[src/rtl/mips_pkg.sv]
// rtl/mips_pkg.sv - shared fetch-stage types and constants
//
// Purpose: holds the reset PC default, the 2-bit fetch-state encoding and
// the NOP word used to clear the IF/ID instruction register, plus a small
// word-alignment helper shared by the fetch sequencer.
// Ports: none (package).
package mips_pkg;

  localparam logic [31:0] RESET_PC_DEFAULT = 32'h0000_3000;
  localparam logic [31:0] NOP_WORD         = 32'h0000_0000;
  localparam logic [31:0] PC_STEP          = 32'd4;

  typedef enum logic [1:0] {
    FETCH_IDLE = 2'd0,
    FETCH_REQ  = 2'd1,
    FETCH_HOLD = 2'd2,
    FETCH_DROP = 2'd3
  } fetch_state_e;

  // Instruction fetches are always whole words; low address bits are dropped.
  function automatic logic [31:0] word_align(input logic [31:0] addr);
    return {addr[31:2], 2'b00};
  endfunction

endpackage

[src/rtl/fetch_ctrl_if.sv]
// rtl/fetch_ctrl_if.sv - instruction-memory req/ack handshake bundle
//
// Purpose: groups the word-fetch handshake between the fetch sequencer
// (master) and instruction memory (slave).
// Signals:
//   req   - fetch request, held by the master until ack
//   addr  - word address, stable while req=1
//   ack   - memory returns rdata this cycle (may coincide with first req cycle)
//   rdata - fetched instruction word
interface fetch_ctrl_if;

  logic        req;
  logic [31:0] addr;
  logic        ack;
  logic [31:0] rdata;

  modport master (
    output req,
    output addr,
    input  ack,
    input  rdata
  );

  modport slave (
    input  req,
    input  addr,
    output ack,
    output rdata
  );

endinterface

[src/rtl/fetch_wait_timer.sv]
// rtl/fetch_wait_timer.sv - saturating ack-wait counter with timeout flag
//
// Purpose: counts cycles an instruction-memory request waits for ack.
// Ports:
//   clk, rst_n - clock, asynchronous active-low reset
//   clr_i      - clear the count (wins over en_i)
//   en_i       - one more waiting cycle this clock
//   expire_o   - this waiting cycle brings the count to MAX_WAIT
module fetch_wait_timer #(
  parameter int unsigned MAX_WAIT = 16
) (
  input  logic clk,
  input  logic rst_n,
  input  logic clr_i,
  input  logic en_i,
  output logic expire_o
);

  // expire_o looks one count ahead so the sticky error sets on the same
  // edge at which the count reaches MAX_WAIT.
  localparam logic [7:0] LAST_BEFORE_LIMIT = 8'(MAX_WAIT - 1);

  logic [7:0] cnt_q, cnt_d;

  always_comb begin
    cnt_d = cnt_q;
    if (clr_i) begin
      cnt_d = 8'd0;
    end else if (en_i && (cnt_q != 8'hFF)) begin
      cnt_d = cnt_q + 8'd1;
    end
  end

  always_ff @(posedge clk or negedge rst_n) begin
    if (!rst_n) begin
      cnt_q <= 8'd0;
    end else begin
      cnt_q <= cnt_d;
    end
  end

  assign expire_o = en_i && !clr_i && (cnt_q >= LAST_BEFORE_LIMIT);

endmodule

[src/rtl/fetch_ctrl.sv]
// rtl/fetch_ctrl.sv - instruction-fetch sequencer owning the PC register
//
// Purpose: issues word fetches over a variable-latency req/ack handshake,
// presents fetched instructions to IF/ID, applies redirects and stalls, and
// discards in-flight data killed by a redirect.
// Ports:
//   clk, rst_n     - clock, asynchronous active-low reset
//   redirect_i     - load redirect_pc_i as next fetch PC (highest priority)
//   redirect_pc_i  - redirect target, low two bits ignored
//   stall_i        - IF/ID cannot accept; hold the output slot
//   imem           - instruction-memory handshake (master side)
//   if_valid_o     - if_instr_o / if_pc_o carry a valid instruction
//   if_instr_o     - fetched instruction
//   if_pc_o        - address that produced if_instr_o
//   pc_o           - registered fetch PC, to the next-PC logic
//   err_o          - sticky ack-timeout flag
module fetch_ctrl
  import mips_pkg::*;
#(
  parameter logic [31:0] RESET_PC = RESET_PC_DEFAULT,
  parameter int unsigned MAX_WAIT = 16
) (
  input  logic               clk,
  input  logic               rst_n,
  input  logic               redirect_i,
  input  logic [31:0]        redirect_pc_i,
  input  logic               stall_i,
  fetch_ctrl_if.master       imem,
  output logic               if_valid_o,
  output logic [31:0]        if_instr_o,
  output logic [31:0]        if_pc_o,
  output logic [31:0]        pc_o,
  output logic               err_o
);

  fetch_state_e state_q, state_d;
  logic [31:0]  pc_q, pc_d;
  logic [31:0]  target_q, target_d;
  logic         if_valid_q, if_valid_d;
  logic [31:0]  if_instr_q, if_instr_d;
  logic [31:0]  if_pc_q, if_pc_d;
  logic         err_q, err_d;

  logic         slot_blocked;
  logic         req_w;
  logic         ack_w;
  logic [31:0]  redir_pc;
  logic         tmr_clr;
  logic         tmr_en;
  logic         tmr_expire;

  assign redir_pc = word_align(redirect_pc_i);

  // A full, stalled output slot has nowhere to put new data, so no request
  // goes out. This can only be true on the first cycle of a request: a
  // request that keeps waiting with stall_i=0 empties the slot first.
  assign slot_blocked = stall_i && if_valid_q;

  always_comb begin
    req_w = 1'b0;
    case (state_q)
      FETCH_REQ:  req_w = !slot_blocked;
      FETCH_DROP: req_w = 1'b1;
      FETCH_IDLE: req_w = 1'b0;
      FETCH_HOLD: req_w = 1'b0;
    endcase
  end

  // An ack without an outstanding request is ignored (e.g. a late ack
  // arriving just after reset release).
  assign ack_w = req_w && imem.ack;

  always_comb begin
    state_d    = state_q;
    pc_d       = pc_q;
    target_d   = target_q;
    if_valid_d = if_valid_q;
    if_instr_d = if_instr_q;
    if_pc_d    = if_pc_q;

    case (state_q)
      FETCH_IDLE: begin
        if (redirect_i) begin
          pc_d = redir_pc;
        end
        state_d = FETCH_REQ;
      end

      FETCH_REQ: begin
        if (redirect_i) begin
          if_valid_d = 1'b0;
          if (req_w && !ack_w) begin
            // The request already on the bus cannot be withdrawn; park the
            // target and swallow the stale data when it shows up.
            target_d = redir_pc;
            state_d  = FETCH_DROP;
          end else begin
            pc_d = redir_pc;
          end
        end else if (slot_blocked) begin
          state_d = FETCH_HOLD;
        end else if (ack_w) begin
          if_instr_d = imem.rdata;
          if_pc_d    = pc_q;
          if_valid_d = 1'b1;
          pc_d       = pc_q + PC_STEP;
        end else begin
          // Slot was consumed (stall_i=0) or already empty.
          if_valid_d = 1'b0;
        end
      end

      FETCH_HOLD: begin
        if (redirect_i) begin
          if_valid_d = 1'b0;
          pc_d       = redir_pc;
          state_d    = FETCH_REQ;
        end else if (!stall_i) begin
          if_valid_d = 1'b0;
          state_d    = FETCH_REQ;
        end
      end

      FETCH_DROP: begin
        if (ack_w) begin
          // A redirect landing on the ack cycle is newer than target_q.
          pc_d    = redirect_i ? redir_pc : target_q;
          state_d = FETCH_REQ;
        end else if (redirect_i) begin
          target_d = redir_pc;
        end
      end
    endcase
  end

  assign tmr_en  = req_w && !ack_w;
  assign tmr_clr = ack_w || (state_d != state_q);
  assign err_d   = err_q || tmr_expire;

  fetch_wait_timer #(
    .MAX_WAIT (MAX_WAIT)
  ) u_wait_timer (
    .clk      (clk),
    .rst_n    (rst_n),
    .clr_i    (tmr_clr),
    .en_i     (tmr_en),
    .expire_o (tmr_expire)
  );

  always_ff @(posedge clk or negedge rst_n) begin
    if (!rst_n) begin
      state_q    <= FETCH_IDLE;
      pc_q       <= RESET_PC;
      target_q   <= 32'd0;
      if_valid_q <= 1'b0;
      if_instr_q <= NOP_WORD;
      if_pc_q    <= 32'd0;
      err_q      <= 1'b0;
    end else begin
      state_q    <= state_d;
      pc_q       <= pc_d;
      target_q   <= target_d;
      if_valid_q <= if_valid_d;
      if_instr_q <= if_instr_d;
      if_pc_q    <= if_pc_d;
      err_q      <= err_d;
    end
  end

  assign imem.req   = req_w;
  assign imem.addr  = pc_q;
  assign if_valid_o = if_valid_q;
  assign if_instr_o = if_instr_q;
  assign if_pc_o    = if_pc_q;
  assign pc_o       = pc_q;
  assign err_o      = err_q;

endmodule
[src/flat_wrapper.sv]
// flat-port wrapper written by rule: the top's interface ports become plain ports
module fetch_ctrl_flat import mips_pkg::*;
#(
  parameter logic [31:0] RESET_PC = RESET_PC_DEFAULT,
  parameter int unsigned MAX_WAIT = 16
)
  (clk, rst_n, redirect_i, redirect_pc_i, stall_i, if_valid_o, if_instr_o, if_pc_o, pc_o, err_o, imem_req, imem_addr, imem_ack, imem_rdata);
  fetch_ctrl_if imem_i ();
  input  logic clk;
  input  logic rst_n;
  input  logic redirect_i;
  input  logic [31:0] redirect_pc_i;
  input  logic stall_i;
  output logic if_valid_o;
  output logic [31:0] if_instr_o;
  output logic [31:0] if_pc_o;
  output logic [31:0] pc_o;
  output logic err_o;
  output wire logic [$bits(imem_i.req)-1:0] imem_req;
  output wire logic [$bits(imem_i.addr)-1:0] imem_addr;
  input wire logic [$bits(imem_i.ack)-1:0] imem_ack;
  input wire logic [$bits(imem_i.rdata)-1:0] imem_rdata;
  assign imem_req = imem_i.req;
  assign imem_addr = imem_i.addr;
  assign imem_i.ack = imem_ack;
  assign imem_i.rdata = imem_rdata;
  fetch_ctrl #(.RESET_PC(RESET_PC), .MAX_WAIT(MAX_WAIT)) u_core (.clk(clk), .rst_n(rst_n), .redirect_i(redirect_i), .redirect_pc_i(redirect_pc_i), .stall_i(stall_i), .imem(imem_i), .if_valid_o(if_valid_o), .if_instr_o(if_instr_o), .if_pc_o(if_pc_o), .pc_o(pc_o), .err_o(err_o));
endmodule
[config.mk]
export PLATFORM = sky130hd
export DESIGN_NAME = fetch_ctrl_flat
export DESIGN_NICKNAME = d
export VERILOG_FILES = /design/src/rtl/mips_pkg.sv /design/src/rtl/fetch_ctrl_if.sv /design/src/rtl/fetch_wait_timer.sv /design/src/rtl/fetch_ctrl.sv /design/src/flat_wrapper.sv
export SDC_FILE = /design/constraint.sdc
export NUM_CORES = 1
export LEC_CHECK = 0
export BUFFER_PORTS_ARGS = -buffer_cell sky130_fd_sc_hd__buf_2
export CAP_MARGIN = 20
export CORE_ASPECT_RATIO = 0.9
export CORE_MARGIN = 5
export CORE_UTILIZATION = 40
export CTS_CLUSTER_SIZE = 25
export DETAILED_ROUTE_END_ITERATION = 6
export GPL_TIMING_DRIVEN = 0
export MAX_ROUTING_LAYER = met4
export RECOVER_POWER = 25
export REMOVE_ABC_BUFFERS = 1
export SLEW_MARGIN = 30
export SYNTH_ARGS = -nofsm -noshare
export SYNTH_HDL_FRONTEND = slang
export SYNTH_SLANG_ARGS = --single-unit
[constraint.sdc]
create_clock -name clk -period 4.4 [get_ports clk]
set_input_delay 0.44 -clock clk [delete_from_list [all_inputs] [get_ports clk]]
set_output_delay 0.44 -clock clk [all_outputs]
set_load 0.03 [all_outputs]
Word level (Yosys, flattened, before mapping)
Cells that the tools add are included.
{ "totals": {"reg_bits": 140, "inputBits": 69, "output_inout_bits": 131} }
{ "op_classes": {"n_addsub": 2, "order_cmp": 1, "n_eq_ne": 14, "muxes": 28, "bitwise": 2, "reduce_logical": 20} }
{ "ops": {"columns": ["cell", "count"], "rows": [
  ["two-way mux 32 bit", 10],
  ["one-hot mux 32 bit (3 select lines)", 1],
  ["one-hot mux 32 bit (2 select lines)", 1],
  ["adder 32 x 3 -> 32 bit, second input constant", 1],
  ["two-way mux 8 bit", 2],
  ["two-way mux 2 bit", 6],
  ["!= test 3 bit, second input constant", 3],
  ["adder 8 x 1 -> 8 bit, second input constant", 1],
  ["greater-or-equal comparator 8 x 4 -> 1 bit, second input constant", 1],
  ["!= test 8 bit, second input constant", 1],
  ["one-hot mux 2 bit (4 select lines)", 1],
  ["AND reduction 4 bit", 2],
  ["logical AND 1 bit", 6],
  ["!= test 2 bit, second input constant", 3],
  ["nonzero test 2 bit", 3],
  ["two-way mux 1 bit", 5],
  ["AND reduction 5 bit", 1],
  ["== test 2 bit, second input constant", 2],
  ["!= test 2 x 1 -> 1 bit, second input constant", 2],
  ["zero test 1 bit", 3],
  ["!= test 3 x 2 -> 1 bit, second input constant", 1],
  ["one-hot mux 1 bit (3 select lines)", 1],
  ["AND reduction 3 bit", 1],
  ["== test 2 x 1 -> 1 bit, second input constant", 1],
  ["6 further kinds", 8]
]} }

Logic depth before layout (Yosys ltp)
{ "logic_depth": {"word_depth": 15, "mapped_depth": 9} }

Modules after synthesis
From an unflattened synthesis, not the netlist that was laid out.
{ "hier_totals": {"hier_cells": 614, "area_unflattened_um2": 6941.7} }
{ "modules_own_cells": {"columns": ["module", "instances", "cells_per_inst", "area_per_inst_um2", "seq_area_each_um2"], "rows": [
  ["fetch_ctrl", 1, 565, 6414.9, 3305.7],
  ["fetch_wait_timer", 1, 49, 526.8, 200.2]
]} }

Worst setup path before layout
No wires, ideal clock.
{ "synth_path": {"path_kind": "reg-to-reg", "from": "register u_core.pc_q[2], in the netlist u_core.imem.addr[2]", "to": "register u_core.pc_q[22], in the netlist u_core.imem.addr[22]", "setup_time_ns": 0.078, "t_arrival_ns": 2.060, "required_time_ns": 4.322, "path_slack_ns": 2.262, "path_stages_with_launch": 8, "path_buffers": 1, "cell_sequence": "dfrtp_1 ha_1 nand3_1 or4_4 buf_6 nor4_2 a221oi_1 o2bb2ai_1"} }
{ "synth_between": {"elab_chain_cells": 5} }
{ "synth_rtl": {"columns": ["element", "line", "source"], "rows": [
  ["start: declaration", "fetch_ctrl.sv:37", "logic [31:0] pc_q, pc_d;"],
  ["start signal: assignment", "fetch_ctrl.sv:161", "pc_q <= pc_d;"],
  ["adder 32 x 3 -> 32 bit", "fetch_ctrl.sv:106", "pc_d = pc_q + PC_STEP;"],
  ["two-way mux 32 bit", "fetch_ctrl.sv:102", "end else if (ack_w) begin"],
  ["two-way mux 32 bit", "fetch_ctrl.sv:100", "end else if (slot_blocked) begin"],
  ["two-way mux 32 bit", "fetch_ctrl.sv:90", "if (redirect_i) begin"],
  ["one-hot mux 32 bit (3 select lines)", "fetch_ctrl.sv:81", "case (state_q)"]
]} }
No other way between the ends. The select of a mux whose other input is x is not followed.
A chain may end at the register's enable or synchronous reset.

Worst setup path after layout
{ "layout_path": {"from": "register u_core.state_q[1]", "to": "register u_core.if_instr_q[8], in the netlist u_core.if_instr_o[8]"} }
{ "layout_between": {"elab_chain_cells": 5} }
{ "layout_rtl": {"columns": ["element", "line", "source"], "rows": [
  ["start: declaration", "fetch_ctrl.sv:36", "fetch_state_e state_q, state_d;"],
  ["start signal: assignment", "fetch_ctrl.sv:160", "state_q <= state_d;"],
  ["== test 2 bit or zero test 2 bit (tied branches)", "fetch_ctrl.sv:61", "case (state_q)"],
  ["OR reduction 2 bit (no source line)", null, null],
  ["one-hot mux 1 bit (3 select lines)", "fetch_ctrl.sv:61", null],
  ["logical AND 1 bit", "fetch_ctrl.sv:71", "assign ack_w = req_w && imem.ack;"],
  ["AND reduction 4 bit (no source line) (*)", null, null],
  ["end signal: assignment", "fetch_ctrl.sv:164", "if_instr_q <= if_instr_d;"],
  ["end: declaration", "fetch_ctrl.sv:40", "logic [31:0] if_instr_q, if_instr_d;"]
]} }
Mark *: on every way between the ends. The rest lies on a longest branch, timed or not.

==> run metrics <==
Synth area leader=dfrtp_1; CTS tree=done; Fillers=1,498; Post-synth top flop=dfrtp_1; Mapped Area=6895 sq um; routed len/inst=17.94 um; final wirelength=17,830 um; ANT cells=0; Power, Total=6.779 mW; # DRC=0; most frequent cell after synthesis=dfrtp_1; DIE AREA=19,970 sq um; Final ANT Viol Nets=0; critical path data required time=4.69 ns; Final Hold Viols=0; CTS clk-pin slew, worst paths=0.06 ns; # nets final=848; Reg2Reg Launch Point=u_core.state_q[1]; Skew-Pair Late Insertion Delay=0.42 ns; Setup Buffers After CTS=0; H-tree depth=4; Global Route Usage Sum=0.1819; hpwl dp=12,890 um; DR vias=5,484; Placed Cells=962; ys async rst share=1.000; combinational share of power=0.444; sink count of the clock tree=140; Critical Path End=u_core.if_instr_o[8]; cells after synthesis=612; Synth area leaders=dfrtp_1 (50%), mux2_2 (15%), o21ai_0 (4.1%); DRT Pass-1 Iters=7; Slew HR=-0.2247; Final Util=0.5079; post-cts resize count=0; fin crit share=0.7272; Post-synth EDFFs=0; Vias/cell=5.517; core area=16,890 sq um; count of state elements after synthesis=140; Yosys Warn Count=0; Crit Path Class=reg2reg; CP endpoint kind=register; Initial Util=0.4082; MaxCap Viol Count=1; CTS max path bufs=2; status=finished, violations left; Max Freq=0.3125 GHz; root buffer cell=clkbuf_16; pwr/cell area=790.2 nW/um^2; sw power=2.952 mW; CP Launch Type=register; initial antenna violation count=0; switch share=0.4354; Top Ports=200; Final Setup Violations=0; Final min period=3.200 ns; min-delay worst type=in2reg; unrepaired setup endpoints after global routing=false; Finished Layout Cells=994; first-pass GRT wire length=28,380 um; part of the power in registers=0.336; Crit path arrival time=3.49 ns; reg-to-reg endpoint=u_core.if_instr_o[8]; worst-margin pin slew=1.837 ns; post-synth cell types=63; share of post-route cells with drive strength above 1=0.4202; top-area cell type share of the netlist area=0.5008; Crit Path Max Fanout=51; Hold Buf Count CTS=1; largest net degree at the start of global routing=75; total CTS buffers=17; worst reg-to-reg path cell count=6; pre-CTS setup slack=1.154 ns; Area Overhead vs Synth=24.42%; Clk network pwr share=0.220; Clock Skews=0.01151 ns; gpl congestion=0.8401; crit path from=u_core.state_q[1]; Mean Syn Cell Area=11.27 sq um; Final Worst Setup Slack=1.200 ns; Internal=3.827 mW; GR Overflow Total=0; Final Max Slew Viols=74; Die Wd=148.4 um; Row Count=45; failing checks=capacitance limit, slew limit; Seq/Total Area, Yosys=0.5084; Peak VDD IR=0.0004650 V; Leakage=4.008 nW; commonest cells in the netlist=dfrtp_1 (138), mux2_2 (90), o21ai_0 (56); internal reg-to-reg setup slack=1.20 ns; Die Ht=134.6 um; count of buffers from port buffering=197; vias in the first global route=5,476; DR iter-0 viols=281
-- flip-flops by register name (all words and copies together) (netlist names) --
| name | flops |
|---|---|
| u_core.u_wait_timer.cnt_q | 8 |
| u_core.target_q | 32 |
| u_core.if_pc_o | 32 |
| u_core.state_q | 2 |
| u_core.err_o | 1 |
| u_core.if_valid_o | 1 |
| u_core.if_instr_o | 32 |
| u_core.imem.addr | 32 |
-- per-layer routing --
layer | GRT usage | routed length, um | up-vias
li1 | - | - | 2541
met1 | 0.2327 | 7823 | 2678
met2 | 0.2919 | 8459 | 250
met3 | 0.04463 | 1381 | 15
met4 | 0.04823 | 168 | 0
met5 | - | 0 | -
-- area by class of cell --
type	instances	area [sq um]	share of cell area
Clock buffer	19	442.9	0.05163
Clock inverter	12	171.4	0.01998
Inverter	11	41.29	0.004813
Multi-Input combinational cell	392	2989	0.3484
Sequential cell	140	3506	0.4086
Tap cell	211	264.0	0.03077
Timing Repair Buffer	209	1165	0.1358
-- worst max-delay path, cell delays in order, from the launching register on --
cell and delay [ns]:
dfrtp_1 0.46, inv_1 0.14, ha_1 0.64, nor2b_2 0.78
nand3_4 0.39, buf_12 0.32, mux2_2 0.31
-- through the flow --
stage	hold slack [ns]	setup TNS, ns	instance area [sq um]
floorplan	0.1444	0	6486
global placement	0.4588	-114.43	7736
detailed placement	0.4408	0	7989
CTS	0.2358	0	8613
global route	0.2332	0	8579
finish	0.2529	0	8579
-- layout by cell type, fill, tap and decap left out, types with 12 or more instances in the layout --
cell type and n:
a21oi_1 18, a221oi_1 14, nand2_1 24, a31oi_1 12, clkbuf_16 17, nor2_1 33, o21ai_0 56, mux2_2 90
clkbuf_1 20, nand3_1 13, buf_2 178, dfrtp_1 138
-- power groups by stage --
| stage | sequential, mW | clock [mW] | combinational, mW |
|---|---|---|---|
| 6_report | 2.28 | 1.49 | 3.01 |
| 3_5_place_dp | 2.30 | 0 | 3.05 |
| 2_1_floorplan | 3.18 | 0 | 1.08 |
| 5_1_grt | 2.37 | 1.58 | 3.23 |
| 3_3_place_gp | 2.25 | 0 | 2.91 |
| 4_1_cts | 2.28 | 1.52 | 3.06 |
-- cell families (layout without fill, tap and decap cells) --
family / count (synthesis) / in the layout / synth area share
adder cells (fa/ha/maj): 8 / 8 / 0.01452
XOR/XNOR: 7 / 7 / 0.008891
AO/OA/AOI/OAI: 151 / 151 / 0.1437
AND/OR/NAND/NOR: 135 / 135 / 0.1107
flip-flops: 140 / 140 / 0.5084
multiplexers: 91 / 91 / 0.1484
buffers and inverters: 80 / 251 / 0.06533
-- worst min path at each step --
stage	depth (start not counted)	end	from
after floorplan	0	u_core.err_o	rst_n
after global placement	2	u_core.if_pc_o[0]	u_core.if_pc_o[0]
after detailed placement	1	u_core.if_instr_o[13]	rst_n
after CTS	2	u_core.if_instr_o[14]	imem_rdata[14]
after global routing	2	u_core.if_instr_o[14]	imem_rdata[14]
final	2	u_core.if_instr_o[27]	imem_rdata[27]
Note: power is estimated with default switching activity, not from simulation.
